--- config.mk ---
export PLATFORM = sky130hd
export DESIGN_NAME = exec_sequencer
export DESIGN_NICKNAME = d
export VERILOG_FILES = /design/src/rtl/exec_sequencer.sv
export SDC_FILE = /design/constraint.sdc
export NUM_CORES = 1
export LEC_CHECK = 0
export ABC_AREA = 1
export BUFFER_PORTS_ARGS = -buffer_cell sky130_fd_sc_hd__buf_4
export CORE_ASPECT_RATIO = 1.4
export CORE_UTILIZATION = 40
export CTS_CLUSTER_DIAMETER = 200
export DETAILED_ROUTE_END_ITERATION = 16
export PLACE_DENSITY = 0.66
export SLEW_MARGIN = 20
export SYNTH_ARGS = -nofsm -noshare
export SYNTH_HDL_FRONTEND = slang
export SYNTH_SLANG_ARGS = --single-unit
export TNS_END_PERCENT = 100
--- constraint.sdc ---
create_clock -name clk -period 1.6 [get_ports clk]
set_clock_uncertainty 0.2 [all_clocks]
set_input_delay 0.32 -clock clk [delete_from_list [all_inputs] [get_ports clk]]
set_output_delay 0.32 -clock clk [all_outputs]
set_load 0.005 [all_outputs]
--- src/rtl/exec_sequencer.sv ---
// exec_sequencer: multi-cycle FETCH/DECODE/EXEC/MEM/WB control sequencer with handshaked memories.
// Optional feature: define SEQ_ILLEGAL_TRAP_EN to halt in a sticky TRAP state on illegal opcodes.
module exec_sequencer #(
  parameter int CNT_W = 32
) (
  input  logic             clk,
  input  logic             reset_n,
  input  logic [6:0]       opcode,
  input  logic [4:0]       rd,
  input  logic             br_taken,
  output logic             imem_req,
  input  logic             imem_ack,
  output logic             dmem_req,
  output logic             dmem_we,
  input  logic             dmem_ack,
  output logic             ir_we,
  output logic             alu_en,
  output logic             rf_we,
  output logic             pc_we,
  output logic [1:0]       pc_sel,
  output logic [1:0]       wb_sel,
  output logic [CNT_W-1:0] instret,
  output logic             trap
);

  localparam logic [6:0] OPC_LUI    = 7'b0110111;
  localparam logic [6:0] OPC_AUIPC  = 7'b0010111;
  localparam logic [6:0] OPC_JAL    = 7'b1101111;
  localparam logic [6:0] OPC_JALR   = 7'b1100111;
  localparam logic [6:0] OPC_BRANCH = 7'b1100011;
  localparam logic [6:0] OPC_LOAD   = 7'b0000011;
  localparam logic [6:0] OPC_STORE  = 7'b0100011;
  localparam logic [6:0] OPC_OPIMM  = 7'b0010011;
  localparam logic [6:0] OPC_OP     = 7'b0110011;

  localparam logic [1:0] PC_PLUS4 = 2'd0;
  localparam logic [1:0] PC_ALU   = 2'd1;
  localparam logic [1:0] PC_IMM   = 2'd2;
  localparam logic [1:0] WB_ALU   = 2'd0;
  localparam logic [1:0] WB_MEM   = 2'd1;
  localparam logic [1:0] WB_LINK  = 2'd2;

  typedef enum logic [3:0] {
    C_LUI, C_AUIPC, C_JAL, C_JALR, C_BRANCH, C_LOAD, C_STORE, C_OPIMM, C_OP, C_ILL
  } cls_e;

  typedef enum logic [2:0] {
    S_FETCH  = 3'd0,
    S_DECODE = 3'd1,
    S_EXEC   = 3'd2,
    S_MEM    = 3'd3,
    S_WB     = 3'd4
`ifdef SEQ_ILLEGAL_TRAP_EN
    ,
    S_TRAP   = 3'd5
`endif
  } state_e;

  function automatic cls_e classify(input logic [6:0] op);
    cls_e c;
    case (op)
      OPC_LUI:    c = C_LUI;
      OPC_AUIPC:  c = C_AUIPC;
      OPC_JAL:    c = C_JAL;
      OPC_JALR:   c = C_JALR;
      OPC_BRANCH: c = C_BRANCH;
      OPC_LOAD:   c = C_LOAD;
      OPC_STORE:  c = C_STORE;
      OPC_OPIMM:  c = C_OPIMM;
      OPC_OP:     c = C_OP;
      default:    c = C_ILL;
    endcase
    return c;
  endfunction

  // Classes that produce a register result; illegal NOPs, branches and stores do not.
  function automatic logic writes_rd(input cls_e c);
    return (c == C_LUI) || (c == C_AUIPC) || (c == C_JAL) || (c == C_JALR) ||
           (c == C_LOAD) || (c == C_OPIMM) || (c == C_OP);
  endfunction

  function automatic logic is_mem(input cls_e c);
    return (c == C_LOAD) || (c == C_STORE);
  endfunction

  state_e state, state_nxt;
  logic   active;
  cls_e   dec_cls;
  cls_e   cls_p1;
  logic   rd_nz_p1;
  logic   br_p2;

  assign dec_cls = classify(opcode);

  // State register and control counters; active stays low for the cycle after a reset edge.
  always_ff @(posedge clk) begin
    if (!reset_n) begin
      state   <= S_FETCH;
      active  <= 1'b0;
      instret <= '0;
    end else begin
      state  <= state_nxt;
      active <= 1'b1;
      if (state == S_WB)
        instret <= instret + CNT_W'(1);
    end
  end

  // Decode captures the instruction class and rd; exec captures the branch outcome.
  always_ff @(posedge clk) begin
    if (state == S_DECODE) begin
      cls_p1   <= dec_cls;
      rd_nz_p1 <= |rd;
    end
    if (state == S_EXEC)
      br_p2 <= br_taken;
  end

  always_comb begin
    state_nxt = state;
    case (state)
      S_FETCH:  if (active && imem_ack) state_nxt = S_DECODE;
`ifdef SEQ_ILLEGAL_TRAP_EN
      S_DECODE: state_nxt = (dec_cls == C_ILL) ? S_TRAP : S_EXEC;
      S_TRAP:   state_nxt = S_TRAP;
`else
      S_DECODE: state_nxt = S_EXEC;
`endif
      S_EXEC:   state_nxt = is_mem(cls_p1) ? S_MEM : S_WB;
      S_MEM:    if (dmem_ack) state_nxt = S_WB;
      S_WB:     state_nxt = S_FETCH;
      default:  state_nxt = S_FETCH;
    endcase
  end

  always_comb begin
    imem_req = 1'b0;
    ir_we    = 1'b0;
    alu_en   = 1'b0;
    dmem_req = 1'b0;
    dmem_we  = 1'b0;
    rf_we    = 1'b0;
    pc_we    = 1'b0;
    pc_sel   = PC_PLUS4;
    wb_sel   = WB_ALU;
    case (state)
      S_FETCH: begin
        imem_req = active;
        ir_we    = active & imem_ack;
      end
      S_EXEC: alu_en = 1'b1;
      S_MEM: begin
        dmem_req = 1'b1;
        dmem_we  = (cls_p1 == C_STORE);
      end
      S_WB: begin
        pc_we = 1'b1;
        rf_we = rd_nz_p1 & writes_rd(cls_p1);
        if (cls_p1 == C_LOAD)
          wb_sel = WB_MEM;
        else if (cls_p1 == C_JAL || cls_p1 == C_JALR)
          wb_sel = WB_LINK;
        if (cls_p1 == C_JAL || cls_p1 == C_JALR)
          pc_sel = PC_ALU;
        else if (cls_p1 == C_BRANCH && br_p2)
          pc_sel = PC_IMM;
      end
      default: ;
    endcase
  end

`ifdef SEQ_ILLEGAL_TRAP_EN
  assign trap = (state == S_TRAP);
`else
  assign trap = 1'b0;
`endif

endmodule

# Word-level counts from Yosys, hierarchy flattened

Cells that the tools add are included.

Register bits: 42
Bits of input ports: 17
Logic and storage cells: 65

$add $sub $neg: 1
Eq/ne operators: 23
Mux-type cells: 19
Bitwise operators: 2
Reductions and logical operators: 14

Operators by type and width:

| kind                    | count |
|---|---|
| $pmux W4 S9             | 1 |
| $add A32 B1 Y32 const B | 1 |
| $eq A7 B6 Y1 const B    | 3 |
| $eq A7 B7 Y1 const B    | 3 |
| $eq A4 B3 Y1 const B    | 4 |
| $eq A7 B5 Y1 const B    | 2 |
| $mux W2                 | 6 |
| $pmux W3 S4             | 1 |
| $mux W3                 | 3 |
| $eq A4 B2 Y1 const B    | 2 |
| $logic_or A1 B1 Y1      | 8 |
| $mux W1                 | 8 |
| $eq A7 B2 Y1 const B    | 1 |
| $eq A3 B2 Y1 const B    | 2 |
| $reduce_or A5 Y1        | 1 |
| $eq A4 B1 Y1 const B    | 1 |
| $eq A4 B4 Y1 const B    | 1 |
| $logic_not A4 Y1        | 1 |
| $ne A2 B2 Y1 const B    | 2 |
| $eq A3 B1 Y1 const B    | 1 |
| $eq A3 B3 Y1 const B    | 1 |
| $logic_not A3 Y1        | 1 |
| $and A1 B1 Y1           | 2 |
| $logic_and A1 B1 Y1     | 2 |
| $reduce_and A2 Y1       | 1 |

# Logic depth before layout (Yosys ltp)

Gate-level depths: netlist (run 1).

Depth in word-level cells: 9
Mapped depth: 9
Depth with buffers taken out: 9

# Worst setup path after synthesis (run 1)

Ideal clock, no wire load.

Path kind: reg2reg
From: reg instret[0]
To: reg instret[22]
Setup time: 0.115 ns
Arrival: 1.222 ns
Slack: 0.063 ns
Cell stages (with the launch flop): 9
Path through: dfxtp_1 > ha_1 > nand3_1 > inv_1 > nand3_1 > nor2_2 > nand3_1 > nand2_1 > nor2_1

Longest elaborated chain between the ends: 1

RTL lines:

| item                     | RTL line | source |
|---|---|---|
| start: declaration       | 22       | `output logic [CNT_W-1:0] instret,` |
| start signal: assignment | 105      | `instret <= instret + CNT_W'(1);` |
| $add A32 B1 Y32          | 105      |  |

Every way passes these cells.
A chain may end at the register's enable or synchronous reset.

# Final worst setup path (run 1)

From: reg cls_p1[1]
To: out rf_we

Longest elaborated chain between the ends: 9
Elaborated cells on any way between the ends: 15

RTL lines:

| item                                                    | RTL line | source |
|---|---|---|
| start: declaration                                      | 89       | `cls_e cls_p1;` |
| start signal: assignment                                | 112      | `cls_p1 <= dec_cls;` |
| $eq A4 B1 Y1 / $logic_not A4 Y1 (equally long branches) | 78       | `return (c == C_LUI) \|\| (c == C_AUIPC) \|\| (c == C_JAL) \|\| (c == C_JALR) \|\|` |
| $logic_or A1 B1 Y1 (4 in a row)                         | 78       |  |
| $logic_or A1 B1 Y1                                      | 79       | `(c == C_LOAD) \|\| (c == C_OPIMM) \|\| (c == C_OP);` |
| $logic_or A1 B1 Y1 *                                    | 79       |  |
| $and A1 B1 Y1 *                                         | 158      | `rf_we = rd_nz_p1 & writes_rd(cls_p1);` |
| $mux W1 *                                               | 146      | `case (state)` |
| end: declaration                                        | 18       | `output logic rf_we,` |

Every way passes the cells marked *; elsewhere a longest branch is shown, timed or not.

==> results of run 1 <==
routing by layer:
layer | global-route usage, % | vias to the layer above | wire [um]
li1 | - | 1309 | -
met1 | 25.2 | 1161 | 2640
met2 | 40.6 | 73 | 3560
met3 | 4.52 | 19 | 320
met4 | 9.24 | 0 | 219
met5 | 0 | - | 0
synthesized netlist by cell type, types with 2 or more instances:
cell type                  number  area share [%]
sky130_fd_sc_hd__xor2_1         3             1.2
sky130_fd_sc_hd__a211oi_1       2            0.66
sky130_fd_sc_hd__nand2_1       84              14
sky130_fd_sc_hd__edfxtp_1       6             7.9
sky130_fd_sc_hd__nand2_2        3            0.82
sky130_fd_sc_hd__nand4_1        7             1.9
sky130_fd_sc_hd__dfxtp_1       36              32
sky130_fd_sc_hd__o21ai_0       11             2.4
sky130_fd_sc_hd__clkbuf_1       2            0.33
sky130_fd_sc_hd__nor2_1        78              13
sky130_fd_sc_hd__nor2_2         6             1.6
sky130_fd_sc_hd__nor3b_1        2            0.66
sky130_fd_sc_hd__nand3_1       30             6.6
sky130_fd_sc_hd__nor3_1         7             1.5
sky130_fd_sc_hd__nor2_4         2            0.99
sky130_fd_sc_hd__inv_2          2            0.33
sky130_fd_sc_hd__inv_1         33             5.4
sky130_fd_sc_hd__buf_4          2            0.66
sky130_fd_sc_hd__and2_1         2            0.55
sky130_fd_sc_hd__nor4_1         2            0.55
sky130_fd_sc_hd__a21oi_1       16             3.5
sequential cells by signal (all words and copies together), names as in the netlist:
| signal | flops |
|---|---|
| cls_p1 | 4 |
| br_p2 | 1 |
| active | 1 |
| state | 3 |
| instret | 32 |
| rd_nz_p1 | 1 |
power breakdown:
group / total [mW] / internal, mW / switching (mW) / leakage, nW
sequential: 1.19 / 1.13 / 0.0559 / 0.347
combinational: 0.592 / 0.271 / 0.321 / 1.10
clock: 0.662 / 0.310 / 0.352 / 0.0395
through the flow:
step	hold WS [ns]	utilization, %
2_1_floorplan	0.148	-
4_1_cts	0.00692	60.2
3_3_place_gp	0.271	55.3
6_report	0.0129	64.2
5_1_grt	0.0000606	64.2
3_5_place_dp	0.280	55.3
logic make-up after synthesis:
logic type / count (synthesis)
simple gates: 226
flops: 42
buf+inv: 39
compound gates: 32
xor+xnor: 4
fa+ha+maj: 1
other cells: 1
worst min-delay path by stage:
stage	startpoint	endpoint	slack, ns	cells after the start
5_1_grt	br_taken	br_p2	0.00006	1
2_1_floorplan	reset_n	active	0.15	0
3_5_place_dp	instret[8]	instret[8]	0.28	2
6_report	br_taken	br_p2	0.01	1
4_1_cts	br_taken	br_p2	0.007	1
3_3_place_gp	instret[8]	instret[8]	0.27	2
final cells by class:
class	instances	area share [%]
Clock buffer	8	2.27
Sequential cell	42	26.3
Multi-Input combinational cell	264	43.0
Tap cell	68	2.42
Timing Repair Buffer	99	22.1
Inverter	35	3.94
worst max-delay path, cell delays in order (launching register included):
cell and delay [ns]:
sky130_fd_sc_hd__edfxtp_1 0.41, sky130_fd_sc_hd__inv_2 0.14, sky130_fd_sc_hd__nand2_2 0.08, sky130_fd_sc_hd__a211oi_2 0.18, sky130_fd_sc_hd__buf_4 0.14
what timing repair did:
| item | 4_1_cts | 5_1_grt |
|---|---|---|
| gates resized for setup | 43 | 60 |
| setup buffers | 5 | 3 |
| endpoints found under the hold margin | 0 | 0 |
| pin swaps | 10 | 17 |
| endpoints found under the setup margin | 20 | 39 |
| hold buffers | 0 | 0 |
==> run_summary.xml, run 1 <==
<?xml version="1.0" encoding="UTF-8"?>
<metrics>
  <group name="route">
    <metric name="drt-vias-per-instance" unit="">4.97</metric>
    <metric name="routedWlPerCell" unit="um">13.1</metric>
    <metric name="postRouteAntennaNets" unit="">0</metric>
    <metric name="finalWirelength" unit="um">6740</metric>
    <metric name="drt_iter0_markers" unit="">98</metric>
    <metric name="route.detailed.drc" unit="">0</metric>
    <metric name="vias" unit="">2562</metric>
    <metric name="drt-pass1-iter-count" unit="">4</metric>
  </group>
  <group name="cells_and_area">
    <metric name="final_nets" unit="">465</metric>
    <metric name="multi_input_area" unit="mm2">0.00152</metric>
    <metric name="leading_cell_type_in_the_layout_fill_and_taps_excluded" unit="">sky130_fd_sc_hd__buf_4</metric>
    <metric name="nFillCells" unit="">468</metric>
    <metric name="area.sequential" unit="um2">926</metric>
    <metric name="final_area" unit="mm2">0.00352</metric>
    <metric name="drive_above_1_share" unit="%">40.2</metric>
    <metric name="non_filler_instances" unit="">516</metric>
    <metric name="areaGrowthSynthToFinish" unit="%">54.3</metric>
    <metric name="layout_common_cells" unit="">sky130_fd_sc_hd__buf_4 (91), sky130_fd_sc_hd__nand2_1 (76), sky130_fd_sc_hd__nor2_1 (62), sky130_fd_sc_hd__inv_1 (28), sky130_fd_sc_hd__dfxtp_1 (26)</metric>
    <metric name="insertedDiodeCount" unit="">0</metric>
  </group>
  <group name="setup_path">
    <metric name="reg2reg_depth" unit="">11</metric>
    <metric name="critPathLaunchType" unit="">flip-flop</metric>
    <metric name="worst-r2r-setup-slack" unit="ns">-0.07</metric>
    <metric name="r2r-start" unit="">state[1]</metric>
    <metric name="worst-endpoint-arrival" unit="ns">1.24</metric>
    <metric name="top_fanout_value_on_the_critical_path" unit="">4</metric>
    <metric name="crit_path_end_kind" unit="">output port</metric>
    <metric name="required" unit="ns">1.08</metric>
    <metric name="path_type_of_the_worst_setup_path" unit="">reg2out</metric>
    <metric name="r2r-end" unit="">instret[28]</metric>
    <metric name="timing.critical_path.from" unit="">cls_p1[1]</metric>
    <metric name="end_of_the_critical_path" unit="">rf_we</metric>
  </group>
  <group name="power_and_ir_drop">
    <metric name="powerDensity" unit="mW/mm2">693</metric>
    <metric name="power.ir.vdd_worst" unit="mV">0.541</metric>
    <metric name="power.static_leakage" unit="nW">1.49</metric>
    <metric name="pnr_total_power" unit="mW">2.44</metric>
  </group>
  <group name="floorplanning">
    <metric name="die_h" unit="um">91.4</metric>
    <metric name="dieArea" unit="mm2">0.00602</metric>
    <metric name="placeableCoreArea" unit="mm2">0.00549</metric>
    <metric name="fp-row-count" unit="">32</metric>
    <metric name="start_util" unit="%">41.6</metric>
    <metric name="die_width" unit="um">65.8</metric>
    <metric name="pin_count" unit="">61</metric>
  </group>
  <group name="global_routing">
    <metric name="global_route.usage.total" unit="%">22.7</metric>
    <metric name="grt_antenna_before_repair" unit="">0</metric>
    <metric name="number_of_global_route_vias_before_repair" unit="">2351</metric>
    <metric name="grt_first_pass_wirelength" unit="um">10400</metric>
    <metric name="grt_remaining_overflow" unit="">0</metric>
    <metric name="grt_max_degree" unit="">21</metric>
  </group>
  <group name="timing">
    <metric name="max_freq" unit="MHz">568</metric>
    <metric name="timing.final.setup_violations" unit="">18</metric>
    <metric name="period_minus_slack" unit="ns">1.76</metric>
    <metric name="rsz0062_at_grt" unit="">true</metric>
    <metric name="setup-tns-final" unit="ns">-1.36</metric>
    <metric name="report.final.slew_viol_count" unit="">0</metric>
    <metric name="final.period_utilization" unit="%">110</metric>
    <metric name="final_hold_viol_count" unit="">0</metric>
    <metric name="worst_setup_margin" unit="ns">-0.160</metric>
  </group>
  <group name="yosys">
    <metric name="yosysWarningCount" unit="">0</metric>
    <metric name="synthMuxAreaShare" unit="%">0</metric>
    <metric name="share_of_synthesized_area_occupied_by_flip_flops_and_latches" unit="%">39.5</metric>
    <metric name="synthCells" unit="">345</metric>
    <metric name="async_set_reset_flop_share_out_of_synthesis" unit="%">0</metric>
    <metric name="synth.cell_area" unit="mm2">0.00228</metric>
    <metric name="syn_nets" unit="">363</metric>
    <metric name="avgSynthCellArea" unit="um2">6.62</metric>
    <metric name="largest_family_of_logic_cells_by_synthesized_area" unit="">simple AND/OR/NAND/NOR gates</metric>
    <metric name="synth-edff-count" unit="">6</metric>
    <metric name="yosys.area_share.xor_xnor" unit="%">1.54</metric>
    <metric name="synthAdderAreaFrac" unit="%">0.548</metric>
    <metric name="basic_gate_share_of_the_synthesized_area_counting_and_or_nand_and_nor_cells" unit="%">44.0</metric>
    <metric name="ys_seq_elements" unit="">42</metric>
    <metric name="ys_types" unit="">30</metric>
    <metric name="synth_flop_cell" unit="">sky130_fd_sc_hd__dfxtp_1</metric>
    <metric name="synth_compound_area_share" unit="%">7.51</metric>
  </group>
  <group name="placement">
    <metric name="dpl.hpwl" unit="um">4950</metric>
    <metric name="detailedPlace.worstSlack" unit="ns">-0.0426</metric>
    <metric name="finalWeightedCongestion" unit="">0.819</metric>
    <metric name="io_buffer_count" unit="">59</metric>
    <metric name="placed_area" unit="mm2">0.00304</metric>
    <metric name="placed_cells_incl_taps" unit="">501</metric>
  </group>
  <group name="cts">
    <metric name="cts.htree.levels" unit="">2</metric>
    <metric name="tritoncts" unit="">yes</metric>
    <metric name="worstSkewPairLatency" unit="ns">0.30</metric>
    <metric name="clock_sink_total" unit="">42</metric>
    <metric name="worst_setup_hold_path_clk_slew" unit="ns">0.07</metric>
    <metric name="cts_root_buffer" unit="">sky130_fd_sc_hd__clkbuf_8</metric>
    <metric name="cts_inserted_buffers" unit="">5</metric>
    <metric name="clock_path_buffers" unit="">2</metric>
  </group>
  <group name="outcome">
    <metric name="violations" unit="">setup timing</metric>
    <metric name="outcome" unit="">finished, violations left</metric>
  </group>
  <group name="job">
    <metric name="drv_cap" unit="">0</metric>
  </group>
  <group name="hold_path">
    <metric name="hold_path_class" unit="">in2reg</metric>
  </group>
</metrics>
Power figures use the tool's default switching activity.
==> run 2, diff against run 1 <==
Settings changed: ABC_AREA 1 to unset.
==> run 2 against run 1 <==
Net effect:
- the flow still finishes with violations (setup timing)
- sequential power down 9%
- global-route usage up 1.5 points
- total power down 16%
- critical path depth unchanged
- synthesized cell count down 28%
- worst setup slack worse by 0.28 ns
- cell area up 9.4%
- area after synthesis down 4.4%
- clock power up 18%
- clock-buffer cell count down 2
- largest power group unchanged
==> run_summary.xml, run 2 <==
<?xml version="1.0" encoding="UTF-8"?>
<metrics>
  <group name="outcome">
    <metric name="outcome" unit="">finished, violations left</metric>
    <metric name="violations" unit="">setup timing</metric>
  </group>
  <group name="floorplanning">
    <metric name="die_h" unit="um">89.4</metric>
    <metric name="start_util" unit="%">42.0</metric>
    <metric name="fp-row-count" unit="">31</metric>
    <metric name="pin_count" unit="">61</metric>
    <metric name="placeableCoreArea" unit="mm2">0.00520</metric>
    <metric name="die_width" unit="um">64.4</metric>
    <metric name="dieArea" unit="mm2">0.00576</metric>
  </group>
  <group name="cts">
    <metric name="clock_path_buffers" unit="">2</metric>
    <metric name="worstSkewPairLatency" unit="ns">0.30</metric>
    <metric name="tritoncts" unit="">yes</metric>
    <metric name="cts_root_buffer" unit="">sky130_fd_sc_hd__clkbuf_8</metric>
    <metric name="clock_sink_total" unit="">42</metric>
    <metric name="worst_setup_hold_path_clk_slew" unit="ns">0.09</metric>
    <metric name="cts.htree.levels" unit="">2</metric>
    <metric name="cts_inserted_buffers" unit="">5</metric>
  </group>
  <group name="setup_path">
    <metric name="path_type_of_the_worst_setup_path" unit="">reg2reg</metric>
    <metric name="timing.critical_path.from" unit="">instret[4]</metric>
    <metric name="r2r-start" unit="">instret[4]</metric>
    <metric name="worst-endpoint-arrival" unit="ns">2.08</metric>
    <metric name="crit_path_end_kind" unit="">flip-flop</metric>
    <metric name="critPathLaunchType" unit="">flip-flop</metric>
    <metric name="required" unit="ns">1.64</metric>
    <metric name="top_fanout_value_on_the_critical_path" unit="">5</metric>
  </group>
  <group name="yosys">
    <metric name="synth_commonest_cells" unit="">sky130_fd_sc_hd__dfxtp_1 (36), sky130_fd_sc_hd__a21oi_1 (25), sky130_fd_sc_hd__nand2_1 (22)</metric>
    <metric name="async_set_reset_flop_share_out_of_synthesis" unit="%">0</metric>
    <metric name="yosysWarningCount" unit="">0</metric>
    <metric name="synth-edff-count" unit="">6</metric>
    <metric name="yosys-top-cells-area" unit="">sky130_fd_sc_hd__dfxtp_1 (33%), sky130_fd_sc_hd__edfxtp_1 (8.3%), sky130_fd_sc_hd__a21oi_1 (5.7%), sky130_fd_sc_hd__nand2_1 (3.8%), sky130_fd_sc_hd__o31ai_1 (3.8%)</metric>
    <metric name="synth_top_cell_by_area" unit="">sky130_fd_sc_hd__dfxtp_1</metric>
    <metric name="synthCells" unit="">247</metric>
    <metric name="ys_types" unit="">43</metric>
    <metric name="share_of_synthesized_area_occupied_by_flip_flops_and_latches" unit="%">41.3</metric>
    <metric name="synth_top_cell_area_share" unit="%">33.0</metric>
    <metric name="avgSynthCellArea" unit="um2">8.83</metric>
    <metric name="synth.cell_area" unit="mm2">0.00218</metric>
    <metric name="syn_nets" unit="">265</metric>
    <metric name="ys_seq_elements" unit="">42</metric>
    <metric name="library_cell_with_the_highest_instance_count_after_synthesis" unit="">sky130_fd_sc_hd__dfxtp_1</metric>
    <metric name="synth_flop_cell" unit="">sky130_fd_sc_hd__dfxtp_1</metric>
  </group>
  <group name="cells_and_area">
    <metric name="areaGrowthSynthToFinish" unit="%">76.6</metric>
    <metric name="leading_cell_type_in_the_layout_fill_and_taps_excluded" unit="">sky130_fd_sc_hd__buf_4</metric>
    <metric name="largest_register_ffs" unit="">32</metric>
    <metric name="reg_top3" unit="">instret (32), cls_p1 (4), state (3)</metric>
    <metric name="largest_register" unit="">instret</metric>
    <metric name="layout_common_cells" unit="">sky130_fd_sc_hd__buf_4 (112), sky130_fd_sc_hd__buf_6 (28), sky130_fd_sc_hd__dfxtp_1 (18), sky130_fd_sc_hd__nand2_1 (17), sky130_fd_sc_hd__dfxtp_2 (15)</metric>
    <metric name="insertedDiodeCount" unit="">0</metric>
    <metric name="drive_above_1_share" unit="%">59.0</metric>
    <metric name="nFillCells" unit="">377</metric>
    <metric name="final_nets" unit="">407</metric>
  </group>
  <group name="global_routing">
    <metric name="grt_max_degree" unit="">14</metric>
    <metric name="global_route.usage.total" unit="%">24.2</metric>
    <metric name="grt_first_pass_wirelength" unit="um">10600</metric>
    <metric name="grt_antenna_before_repair" unit="">0</metric>
    <metric name="grt_remaining_overflow" unit="">0</metric>
    <metric name="number_of_global_route_vias_before_repair" unit="">2336</metric>
  </group>
  <group name="timing">
    <metric name="setup-tns-final" unit="ns">-9.62</metric>
    <metric name="worst_setup_margin" unit="ns">-0.444</metric>
    <metric name="report.final.slew_viol_count" unit="">0</metric>
    <metric name="final.period_utilization" unit="%">128</metric>
    <metric name="rsz0062_at_grt" unit="">true</metric>
    <metric name="max_freq" unit="MHz">489</metric>
    <metric name="timing.final.setup_violations" unit="">38</metric>
    <metric name="period_minus_slack" unit="ns">2.04</metric>
    <metric name="final_hold_viol_count" unit="">0</metric>
  </group>
  <group name="route">
    <metric name="route.detailed.drc" unit="">0</metric>
    <metric name="drt-vias-per-instance" unit="">5.61</metric>
    <metric name="drt_iter0_markers" unit="">103</metric>
    <metric name="postRouteAntennaNets" unit="">0</metric>
    <metric name="drt-pass1-iter-count" unit="">4</metric>
    <metric name="finalWirelength" unit="um">7460</metric>
    <metric name="vias" unit="">2560</metric>
    <metric name="routedWlPerCell" unit="um">16.4</metric>
  </group>
  <group name="placement">
    <metric name="io_buffer_count" unit="">59</metric>
    <metric name="finalWeightedCongestion" unit="">0.840</metric>
    <metric name="detailedPlace.worstSlack" unit="ns">-0.388</metric>
    <metric name="dpl.hpwl" unit="um">4450</metric>
  </group>
  <group name="power_and_ir_drop">
    <metric name="powerDensity" unit="mW/mm2">532</metric>
    <metric name="power.static_leakage" unit="nW">1.57</metric>
    <metric name="power.ir.vdd_worst" unit="mV">0.377</metric>
  </group>
  <group name="job">
    <metric name="drv_cap" unit="">0</metric>
  </group>
  <group name="hold_path">
    <metric name="timing.hold.worst.start" unit="">rd[3]</metric>
    <metric name="hold_path_class" unit="">in2reg</metric>
  </group>
</metrics>
==> run 2: cell types whose count changed after synthesis, moves of 11 or more <==
cell                      previous run  this run
sky130_fd_sc_hd__nor2_1             78        11
sky130_fd_sc_hd__nand2_1            84        22
sky130_fd_sc_hd__inv_1              33        10
sky130_fd_sc_hd__nand3_1            30         7
sky130_fd_sc_hd__o31ai_1             0        11
sky130_fd_sc_hd__or4_1               0        11
==> run 2: through the flow <==
stage	power (mW)	cells	utilization, %	hold WS [ns]	cell area [um2]
floorplan	1.16	247	-	0.148	2250
global placement	1.23	422	60.3	0.263	3130
detailed placement	1.23	422	60.3	0.273	3130
CTS	2.02	444	68.4	0.0629	3560
global route	2.13	456	74.1	0.0744	3850
finish	2.05	456	74.1	0.0835	3850
==> run 2: path summary, 6_finish.rpt <==
path                  to  slack (ns)  cells after the start
max          instret[21]       -0.44                      4
min             rd_nz_p1        0.08                      3
max reg2reg  instret[21]       -0.44                      4
min reg2reg  instret[30]        0.31                      2
==> run 2: cells by family (layout without fill, tap and decap cells) <==
group,Yosys count,in the layout,synth area share [%]
AOI/OAI and AO/OA,55,55,15.0
xor gates and xnor gates,10,10,4.02
adders and majority gates,1,1,0.574
buffers and inverters,20,161,5.05
DFF,42,42,41.3
muxes,2,2,0.918
other,1,1,0.172
and+or+nand+nor,116,118,33.0
==> run 2: report_power, final <==
| part | internal, mW | switching, mW |
|---|---|---|
| Sequential | 1.07 | 0.00775 |
| Combinational | 0.101 | 0.0882 |
| Clock | 0.397 | 0.385 |
| Total | 1.57 | 0.480 |
==> run 2: routing by layer <==
layer	wire [um]	vias to the layer above	track usage, %
met4	220	0	11.1
met5	0	-	0
met2	4090	72	45.8
met1	2880	1252	26.0
met3	262	20	4.34
li1	-	1216	-
==> run 2: area by class of cell <==
class | count | area, um2 | area share [%]
tap | 66 | 82.6 | 2.14
clock inverter | 2 | 10.0 | 0.260
clock buffer | 6 | 93.8 | 2.44
inverter | 10 | 43.8 | 1.14
multi-input combinational | 187 | 1500 | 38.9
timing repair buffer | 143 | 1190 | 30.9
sequential | 42 | 931 | 24.2
==> run 2: repair_timing <==
action | in CTS | in global routing
pin swaps | 11 | 29
buffers inserted | 11 | 14
endpoints found under the setup margin | 36 | 44
hold endpoints to repair | 2 | 0
cloned | 1 | 1
hold buffers | 2 | 0
resized for setup | 52 | 54
==> run 2: worst max-delay path, stage by stage, from the launching register on <==
cell,delay (ns)
sky130_fd_sc_hd__dfxtp_2,0.34
sky130_fd_sc_hd__nand4_1,0.21
sky130_fd_sc_hd__or4_4,0.61
sky130_fd_sc_hd__or4_1,0.48
sky130_fd_sc_hd__a21oi_1,0.15
==> run 3, diff against run 2 <==
Settings changed: CORE_UTILIZATION 40 to 47, PLACE_DENSITY 0.66 to 0.76.
Clock period 1.6 ns to 1.82 ns, I/O delays scaled along.
==> run 3 against run 2 <==
Net effect:
- the run still ends with setup timing left
- worst setup slack gained 0.21 ns
- register-to-register slack gained 0.21 ns
- first-iteration DRC count grew 26%
- global-route usage grew 4.8 points
- worst hold slack lost 0.070 ns
- combinational power shrank 18%
- total power shrank 11%
- critical endpoint is now instret[25]
- largest cell class unchanged
- sequential power shrank 12%
- final cell count shrank 3.9%
- clock power shrank 7.9%
- sequential cell count is the same
- via count grew 0.16%
==> run_summary.xml, run 3 (same netlist as run 2, synthesis figures left out) <==
<?xml version="1.0" encoding="UTF-8"?>
<metrics>
  <group name="placement">
    <metric name="dpl.hpwl" unit="um">4230</metric>
    <metric name="io_buffer_count" unit="">59</metric>
    <metric name="finalWeightedCongestion" unit="">0.771</metric>
    <metric name="placed_cells_incl_taps" unit="">410</metric>
    <metric name="detailedPlace.worstSlack" unit="ns">-0.217</metric>
  </group>
  <group name="floorplanning">
    <metric name="fp-row-count" unit="">29</metric>
    <metric name="dieArea" unit="mm2">0.00492</metric>
    <metric name="die_h" unit="um">82.6</metric>
    <metric name="die_width" unit="um">59.6</metric>
    <metric name="pin_count" unit="">61</metric>
    <metric name="start_util" unit="%">48.5</metric>
    <metric name="placeableCoreArea" unit="mm2">0.00450</metric>
  </group>
  <group name="setup_path">
    <metric name="cp_slowest_stage_delay" unit="ns">0.64</metric>
    <metric name="worst-endpoint-arrival" unit="ns">2.09</metric>
    <metric name="top_fanout_value_on_the_critical_path" unit="">8</metric>
    <metric name="critPathLaunchType" unit="">flip-flop</metric>
    <metric name="required" unit="ns">1.86</metric>
    <metric name="path_type_of_the_worst_setup_path" unit="">reg2reg</metric>
    <metric name="timing.critical_path.max_delay_family" unit="">simple AND/OR/NAND/NOR gates</metric>
    <metric name="cp_max_delay_cell" unit="">sky130_fd_sc_hd__or4_4</metric>
    <metric name="path_cells" unit="">nand4_1 -&gt; or4_4 -&gt; or3_2 -&gt; a21oi_2</metric>
    <metric name="crit_path_end_kind" unit="">flip-flop</metric>
    <metric name="cp_buf_inv_count" unit="">0</metric>
  </group>
  <group name="cells_and_area">
    <metric name="nFillCells" unit="">284</metric>
    <metric name="areaGrowthSynthToFinish" unit="%">67.1</metric>
    <metric name="drive_above_1_share" unit="%">53.7</metric>
    <metric name="final_nets" unit="">393</metric>
    <metric name="reg_top3" unit="">instret (32), cls_p1 (4), state (3)</metric>
    <metric name="non_filler_instances" unit="">438</metric>
    <metric name="largest_register" unit="">instret</metric>
    <metric name="insertedDiodeCount" unit="">0</metric>
    <metric name="largest_register_ffs" unit="">32</metric>
    <metric name="layout_common_cells" unit="">sky130_fd_sc_hd__buf_4 (113), sky130_fd_sc_hd__dfxtp_1 (25), sky130_fd_sc_hd__nand2_1 (17), sky130_fd_sc_hd__a21oi_1 (17), sky130_fd_sc_hd__buf_6 (17)</metric>
    <metric name="leading_cell_type_in_the_layout_fill_and_taps_excluded" unit="">sky130_fd_sc_hd__buf_4</metric>
  </group>
  <group name="route">
    <metric name="drt_iter0_markers" unit="">130</metric>
    <metric name="drt-vias-per-instance" unit="">5.85</metric>
    <metric name="finalWirelength" unit="um">7540</metric>
    <metric name="postRouteAntennaNets" unit="">0</metric>
    <metric name="routedWlPerCell" unit="um">17.2</metric>
    <metric name="route.detailed.drc" unit="">0</metric>
    <metric name="vias" unit="">2564</metric>
    <metric name="drt-pass1-iter-count" unit="">4</metric>
  </group>
  <group name="outcome">
    <metric name="outcome" unit="">finished, violations left</metric>
    <metric name="violations" unit="">setup timing</metric>
  </group>
  <group name="power_and_ir_drop">
    <metric name="seq_power_share" unit="%">52.1</metric>
    <metric name="combinationalPowerShare" unit="%">8.5</metric>
    <metric name="internal_power_consumption" unit="mW">1.41</metric>
    <metric name="power_frac_clock" unit="%">39.4</metric>
    <metric name="sw_share" unit="%">23.0</metric>
    <metric name="power_switching" unit="uW">419</metric>
    <metric name="powerDensity" unit="mW/mm2">501</metric>
    <metric name="power.ir.vdd_worst" unit="mV">0.710</metric>
    <metric name="power.static_leakage" unit="nW">1.49</metric>
  </group>
  <group name="cts">
    <metric name="worst_setup_hold_path_clk_slew" unit="ns">0.08</metric>
    <metric name="tritoncts" unit="">yes</metric>
    <metric name="cts.htree.levels" unit="">2</metric>
    <metric name="cts_inserted_buffers" unit="">5</metric>
    <metric name="clock_path_buffers" unit="">2</metric>
    <metric name="cts-hold-fix-buffers" unit="">0</metric>
    <metric name="clock_sink_total" unit="">42</metric>
    <metric name="cts_root_buffer" unit="">sky130_fd_sc_hd__clkbuf_8</metric>
    <metric name="worstSkewPairLatency" unit="ns">0.31</metric>
  </group>
  <group name="timing">
    <metric name="rsz0062_at_grt" unit="">true</metric>
    <metric name="max_freq" unit="MHz">488</metric>
    <metric name="period_minus_slack" unit="ns">2.05</metric>
    <metric name="timing.final.setup_violations" unit="">27</metric>
    <metric name="worst_setup_margin" unit="ns">-0.230</metric>
    <metric name="final_hold_viol_count" unit="">0</metric>
    <metric name="final.period_utilization" unit="%">113</metric>
    <metric name="report.final.slew_viol_count" unit="">0</metric>
    <metric name="fin_hold_ws" unit="ns">0.0138</metric>
  </group>
  <group name="global_routing">
    <metric name="number_of_global_route_vias_before_repair" unit="">2466</metric>
    <metric name="grt_max_degree" unit="">21</metric>
    <metric name="grt_first_pass_wirelength" unit="um">10700</metric>
    <metric name="grt_remaining_overflow" unit="">0</metric>
    <metric name="grt_antenna_before_repair" unit="">0</metric>
    <metric name="global_route.usage.total" unit="%">29.0</metric>
  </group>
  <group name="hold_path">
    <metric name="hold_path_class" unit="">in2reg</metric>
  </group>
  <group name="job">
    <metric name="drv_cap" unit="">0</metric>
  </group>
</metrics>
## run 3: changes by cell type in the layout (fill, tap and decap cells not counted), moves of 3 or more
cell,previous run,this run
sky130_fd_sc_hd__a21oi_2,11,8
sky130_fd_sc_hd__dfxtp_2,15,7
sky130_fd_sc_hd__or4_4,7,4
sky130_fd_sc_hd__a21oi_1,14,17
sky130_fd_sc_hd__clkbuf_8,5,8
sky130_fd_sc_hd__dfxtp_1,18,25
sky130_fd_sc_hd__buf_6,28,17
## run 3: final cells by class
class | instances | area (um2) | area share [%]
Timing Repair Buffer | 131 | 1060 | 29.1
Sequential cell | 42 | 925 | 25.4
Inverter | 10 | 40.0 | 1.10
Tap cell | 62 | 77.6 | 2.13
Clock buffer | 8 | 110 | 3.02
Multi-Input combinational cell | 185 | 1430 | 39.3
## run 3: metrics by stage
stage / total power, mW / util [%] / setup TNS, ns / instance area, um2
final: 1.82 / 81.0 / -3.41 / 3640
after detailed placement: 1.08 / 67.6 / -1.68 / 3040
after floorplan: 1.02 / - / -1.20 / 2210
after CTS: 1.80 / 76.6 / -1.21 / 3450
after global placement: 1.08 / 67.6 / -1.17 / 3040
after global routing: 1.88 / 81.0 / -5.05 / 3640
## run 3: layer usage
layer  share of wire (%)  global-route usage (%)  routed length [um]  up-vias
met5                   0                       0                   0        -
met4                 3.6                    17.9                 268        0
met3                 3.9                    5.76                 293       27
met2                  54                    51.7                4050       89
met1                  39                    30.8                2940     1251
li1                    -                       -                   -     1197
## run 3: power by group through the flow
stage                     combinational [mW]  clock (mW)  sequential [mW]
final                                  0.155       0.720            0.950
after global routing                   0.164       0.769            0.951
after CTS                              0.137       0.709            0.949
after detailed placement               0.108           0            0.973
after global placement                 0.105           0            0.973
after floorplan                       0.0488           0            0.972
## run 3: timing repair
item                       in CTS  in global routing
resized for setup              47                 36
pin swaps                      23                 10
setup buffers                  14                  6
gates cloned                    1                  0
setup endpoints to repair      28                 35
## run 3: path summary, 6_finish.rpt
kind / end / startpoint / slack, ns / cells past startpoint
setup / recovery: instret[25] / instret[4] / -0.23 / 4
hold / removal: active / reset_n / 0.01 / 1
setup reg to reg: instret[25] / instret[4] / -0.23 / 4
hold reg to reg: instret[31] / instret[31] / 0.29 / 2
